==> config.mk <==
export PLATFORM = sky130hd
export DESIGN_NAME = input_debouncer_flat
export DESIGN_NICKNAME = d
export VERILOG_FILES = /design/src/rtl/input_debouncer_if.sv /design/src/rtl/input_debouncer.sv /design/src/flat_wrapper.sv
export SDC_FILE = /design/constraint.sdc
export NUM_CORES = 1
export LEC_CHECK = 0
export CORE_MARGIN = 4
export CORE_UTILIZATION = 45
export CTS_CLUSTER_DIAMETER = 120
export DETAILED_ROUTE_END_ITERATION = 10
export DONT_BUFFER_PORTS = 1
export GPL_TIMING_DRIVEN = 1
export SLEW_MARGIN = 15
export SYNTH_ARGS = -nofsm -noshare
export SYNTH_HDL_FRONTEND = slang
export SYNTH_SLANG_ARGS = --single-unit
==> constraint.sdc <==
create_clock -name clk -period 5.96 [get_ports clk]
set_input_delay 0.298 -clock clk [delete_from_list [all_inputs] [get_ports clk]]
set_output_delay 0.298 -clock clk [all_outputs]
set_load 0.02 [all_outputs]
==> src/rtl/input_debouncer_if.sv <==
// Bundle carrying the raw inputs to the debouncer and its conditioned
// level and edge-pulse outputs back to the user logic.
interface input_debouncer_if #(
  parameter int N_IN = 6
);
  logic [N_IN-1:0] din;
  logic [N_IN-1:0] dout;
  logic [N_IN-1:0] rise;
  logic [N_IN-1:0] fall;

  // master drives raw inputs and consumes conditioned outputs
  modport master (output din, input dout, input rise, input fall);
  // slave is the debouncer itself
  modport slave  (input din, output dout, output rise, output fall);
endinterface

==> src/rtl/input_debouncer.sv <==
// Per-bit synchronizer and debounce filter for board keys and switches.
// Each bit is resynchronized through a SYNC_STAGES-deep chain, then must
// differ from the accepted level for DB_CYCLES consecutive clocks before
// the new level is taken; a one-cycle rise/fall pulse marks the change.
module input_debouncer #(
  parameter int              N_IN        = 6,
  parameter int              DB_CYCLES   = 1_000_000,
  parameter int              SYNC_STAGES = 2,
  parameter logic [N_IN-1:0] IDLE_LEVEL  = 6'b000011
) (
  input  logic              clk,
  input  logic              rst,
  input_debouncer_if.slave  bus
);

  // Counter only has to reach DB_CYCLES-1, so $clog2 bits are enough.
  localparam int            CW      = (DB_CYCLES > 1) ? $clog2(DB_CYCLES) : 1;
  localparam logic [CW-1:0] CNT_MAX = CW'(DB_CYCLES - 1);
  localparam logic [CW-1:0] CNT_ONE = CW'(1);

  logic [N_IN-1:0] sync_q [SYNC_STAGES];
  logic [N_IN-1:0] sync_last;

  logic [CW-1:0]   cnt_q [N_IN];
  logic [CW-1:0]   cnt_d [N_IN];

  logic [N_IN-1:0] dout_q;
  logic [N_IN-1:0] dout_d;
  logic [N_IN-1:0] rise_q;
  logic [N_IN-1:0] rise_d;
  logic [N_IN-1:0] fall_q;
  logic [N_IN-1:0] fall_d;

  assign sync_last = sync_q[SYNC_STAGES-1];

  // Synchronizer chain; stages reset to the idle level so no spurious count
  // starts when reset is released with idle inputs.
  always_ff @(posedge clk or posedge rst) begin
    if (rst) begin
      for (int s = 0; s < SYNC_STAGES; s++) begin
        sync_q[s] <= IDLE_LEVEL;
      end
    end else begin
      sync_q[0] <= bus.din;
      for (int s = 1; s < SYNC_STAGES; s++) begin
        sync_q[s] <= sync_q[s-1];
      end
    end
  end

  // Next-state filter: count consecutive disagreements, accept on the last one.
  always_comb begin
    dout_d = dout_q;
    rise_d = '0;
    fall_d = '0;
    for (int i = 0; i < N_IN; i++) begin
      cnt_d[i] = cnt_q[i];
      if (sync_last[i] == dout_q[i]) begin
        // agreement (or bounce back) discards any partial count
        cnt_d[i] = '0;
      end else if (cnt_q[i] == CNT_MAX) begin
        cnt_d[i]  = '0;
        dout_d[i] = sync_last[i];
        rise_d[i] = sync_last[i];
        fall_d[i] = ~sync_last[i];
      end else begin
        cnt_d[i] = cnt_q[i] + CNT_ONE;
      end
    end
  end

  // Filter state and registered outputs.
  always_ff @(posedge clk or posedge rst) begin
    if (rst) begin
      dout_q <= IDLE_LEVEL;
      rise_q <= '0;
      fall_q <= '0;
      for (int i = 0; i < N_IN; i++) begin
        cnt_q[i] <= '0;
      end
    end else begin
      dout_q <= dout_d;
      rise_q <= rise_d;
      fall_q <= fall_d;
      for (int i = 0; i < N_IN; i++) begin
        cnt_q[i] <= cnt_d[i];
      end
    end
  end

  assign bus.dout = dout_q;
  assign bus.rise = rise_q;
  assign bus.fall = fall_q;

endmodule
==> src/flat_wrapper.sv <==
// flat-port wrapper written by rule: the top's interface ports become plain ports
module input_debouncer_flat 
#(
  parameter int              N_IN        = 6,
  parameter int              DB_CYCLES   = 1_000_000,
  parameter int              SYNC_STAGES = 2,
  parameter logic [N_IN-1:0] IDLE_LEVEL  = 6'b000011
)
  (clk, rst, bus_din, bus_dout, bus_rise, bus_fall);
  input_debouncer_if #(.N_IN(N_IN)) bus_i ();
  input  logic clk;
  input  logic rst;
  input wire logic [$bits(bus_i.din)-1:0] bus_din;
  output wire logic [$bits(bus_i.dout)-1:0] bus_dout;
  output wire logic [$bits(bus_i.rise)-1:0] bus_rise;
  output wire logic [$bits(bus_i.fall)-1:0] bus_fall;
  assign bus_i.din = bus_din;
  assign bus_dout = bus_i.dout;
  assign bus_rise = bus_i.rise;
  assign bus_fall = bus_i.fall;
  input_debouncer #(.N_IN(N_IN), .DB_CYCLES(DB_CYCLES), .SYNC_STAGES(SYNC_STAGES), .IDLE_LEVEL(IDLE_LEVEL)) u_core (.clk(clk), .rst(rst), .bus(bus_i));
endmodule
Yosys cells after proc, flatten, opt, wreduce, memory -nomap -nowiden --
Cells that the tools add are included.
Word-level totals: flip-flop bits (word level) 150, word-level logic and storage cells 88, output and inout bits 18, input bits 8
Cells by class: reduce and logical (&&, ||, !) cells 6, add/subtract/negate cells 6, equal/unequal tests 12, mux-type cells 36, bitwise gates (word level) 12
Operators by type and width (number):
- $mux W20 | 12
- $add A20 B1 Y20 const B | 6
- $eq A20 B20 Y1 const B | 6
- $mux W1 | 24
- $not A1 Y1 | 12
- $reduce_and A2 Y1 | 6
- $eq A1 B1 Y1 | 6

Longest topological paths before layout --
depth after elaboration 3, depth in mapped cells 7, depth with buffers taken out 5

Least setup slack after synthesis --
Ideal clock, no wire load.
kind flip-flop to flip-flop, from reg u_core.cnt_q[115] (netlist bit), to reg u_core.cnt_q[111] (netlist bit), cell stages (with the launch flop) 6, slack 3912 ps, period minus slack after synthesis 2048 ps, data arrival time 1929 ps, buffers on the path 1, setup time 120 ps, data required time 5840 ps, cells stage by stage dfrtp_1 > or4b_1 > or4_4 > o21ai_2 > buf_6 > nor2_1
RTL lines:
- start, declared | RTL line input_debouncer.sv:24 | logic [CW-1:0] cnt_q [N_IN];
- start signal, assigned by index | RTL line input_debouncer.sv:86 | cnt_q[i] <= cnt_d[i];

==> flow_summary.yaml <==
cells_and_area:
  antenna_cells: 0
  area_delta_synth_final_pct: 13.6
  stdcell_count: 926
  layout_common_cells: "dfrtp_1, nor2_1, nand3_1"
  final_common_cell: "dfrtp_1"
  drive_gt1_share_pct: 9.51
  nNetsFinal: 716
  fin_util_pct: 52.3
routing:
  drt_iter0_drc: 336
  num_vias: 5098
  post-route-drc-count: 0
  avgViaCountPerCell: 5.51
  routed_wl_microns: 13000
  antenna_left: 0
  first_pass_iters: 4
  wire_per_inst_microns: 14.0
die:
  fp-row-count: 45
  core_sq_um: 15300
  die_area_sq_um: 17700
  start_util_pct: 46.0
  die_h_microns: 133
  io_pins: 26
  die_x_microns: 133
timing:
  rsz0062_at_grt: "no"
  fin_crit_ps: 2380
  fin_skew_ps: 9.47
  finalMaxSlewViolations: 0
  hold_viol_final: 0
  slew_headroom_pct: 34.1
  fmax_ghz: 0.420
  fin_tns_setup_ps: 0
  timing.hold.ws_ps: 347
  tightest_slew_ps: 989
  period_share_pct: 39.9
  setup_violations: 0
yosys:
  avgSynthCellArea_sq_um: 10.2
  synth_top_area_cell: "dfrtp_1"
  ys_seq_elements: 150
  synthArstFlopShare_pct: 100
  synth_ff_type: "dfrtp_1"
  synth-seq-area-share_pct: 53.5
  yosysWarnings: 0
  yosys-top-cells-area: "dfrtp_1, xor2_1, nor2_1"
  synth_cells: 691
  synth_edf_count: 0
  synth_top_area_share_pct: 51.3
  ys_types: 45
  syn_area_sq_um: 7030
  syn-num-nets: 705
global_route:
  antenna_found_initial: 0
  grt_use_met1_pct: 19.7
  grt_pass1_wl_microns: 22600
  use_met2_pct: 25.2
  grtUsageMet3_pct: 4.45
  grt_pass1_vias: 4971
  top_usage_layer: "met2"
  overflow: 0
  track_usage_pct: 15.5
  grt_max_degree: 82
pwr:
  power.density_nw_per_um2: 288
  power_mw: 2.30
  vdd_drop_max_uv: 209
  leakage_nw: 3.17
clock_tree:
  cts_hold_buffers: 7
  cts.root.buffer_cell: "clkbuf_16"
  cts.sinks: 150
  cts_setup_buffers: 0
  cts_buffers: 17
  tritoncts: "yes"
  clock_latency_ps: 420
  clkSlewWorstSetupHoldPaths_ps: 60
  htree_num_levels: 4
  clockBufferDepth: 2
  cts_resized: 0
critical_path:
  cp-end-kind: "flip-flop"
  cp_max_fo: 19
  worstSetupPathType: "flip-flop to flip-flop"
  arrival_ps: 2650
  required_ps: 6230
  r2r-start: "u_core.cnt_q[115]$_DFF_PP0_"
  startpoint_type: "flip-flop"
  startpoint: "u_core.cnt_q[115]$_DFF_PP0_"
place:
  post-dp-hpwl_microns: 8690
  dpl.cell_count: 887
  io_buffers: 0
  gp_congestion: 0.823
hold_path:
  hp-start: "u_core.sync_q[8]$_DFF_PP0_"
  min_path_type: "flip-flop to flip-flop"
flow_run:
  maxCapViolCount: 0
status:
  status: "completed"
kinds of logic (layout without fill, tap and decap cells):
family / after synthesis / in the layout / share of synthesized area [%]
DFF: 150 / 150 / 53.5
adders and majority gates: 6 / 6 / 1.07
muxes: 8 / 8 / 1.30
AOI/OAI and AO/OA: 89 / 89 / 7.30
xor gates and xnor gates: 71 / 71 / 8.85
and+or+nand+nor: 331 / 331 / 25.8
buffers and inverters: 36 / 60 / 2.12
Yosys cell counts, types with 4 or more instances:
cell type	count
a21oi_1	41
and2_1	4
and3_1	17
and4_1	5
buf_2	5
clkbuf_1	13
dfrtp_1	144
dfstp_2	6
ha_1	6
inv_1	17
mux2_2	5
nand2_1	37
nand3_1	53
nand4_1	23
nor2_1	77
nor3_1	12
nor3b_1	12
nor4_1	14
o21ai_0	27
o31ai_1	15
or2_2	4
or3_1	28
or4_1	22
xnor2_1	32
xor2_1	39
stage by stage:
stage	cell area, sq um	worst slack [ps]
floorplan	7030	1640
global placement	7240	3650
detailed placement	7240	3540
CTS	7980	3510
global route	7980	3430
finish	7980	3580
sequential cells by signal (all words and copies together) (netlist names):
register	cells
u_core.cnt_q	120
u_core.bus.dout	6
u_core.sync_last	6
u_core.bus.rise	6
u_core.bus.fall	6
u_core.sync_q	6
where the power goes:
group | total (mW) | leakage, nW | internal [mW] | switching [mW]
combinational | 0.0585 | 0.811 | 0.0173 | 0.0412
sequential | 1.05 | 2.04 | 1.03 | 0.0159
clock | 1.19 | 0.316 | 0.777 | 0.412
final cells by class:
cell class                 instances  area, sq um
timing repair buffer              11          100
multi-input combinational        505         3120
clock buffer                      21          470
tap                              211          264
fill                            1358         7270
sequential                       150         3760
clock inverter                    11          195
inverter                          17         68.8
metal layers:
layer,up-vias,wire length (microns)
met4,0,187
met5,-,0
met3,18,528
met2,84,6220
li1,2519,-
met1,2477,6050
critical path, cell delays in order (launching register included):
cell and delay, ps:
dfrtp_1 420, or4b_1 530, or4_4 530, o21ai_2 630, nor2_1 120
path summary, 6_finish.rpt:
kind	slack, ps	endpoint	depth (start not counted)
worst min register to register	350	u_core.sync_last[2]$_DFF_PP0_	0
max in group asynchronous	4090	u_core.cnt_q[55]$_DFF_PP0_	3
min in group asynchronous	450	u_core.cnt_q[72]$_DFF_PP0_	2
worst max register to register	3580	u_core.cnt_q[107]$_DFF_PP0_	4
worst max-delay path	3580	u_core.cnt_q[107]$_DFF_PP0_	4
worst min-delay path	350	u_core.sync_last[2]$_DFF_PP0_	0
Power figures use the tool's default switching activity.
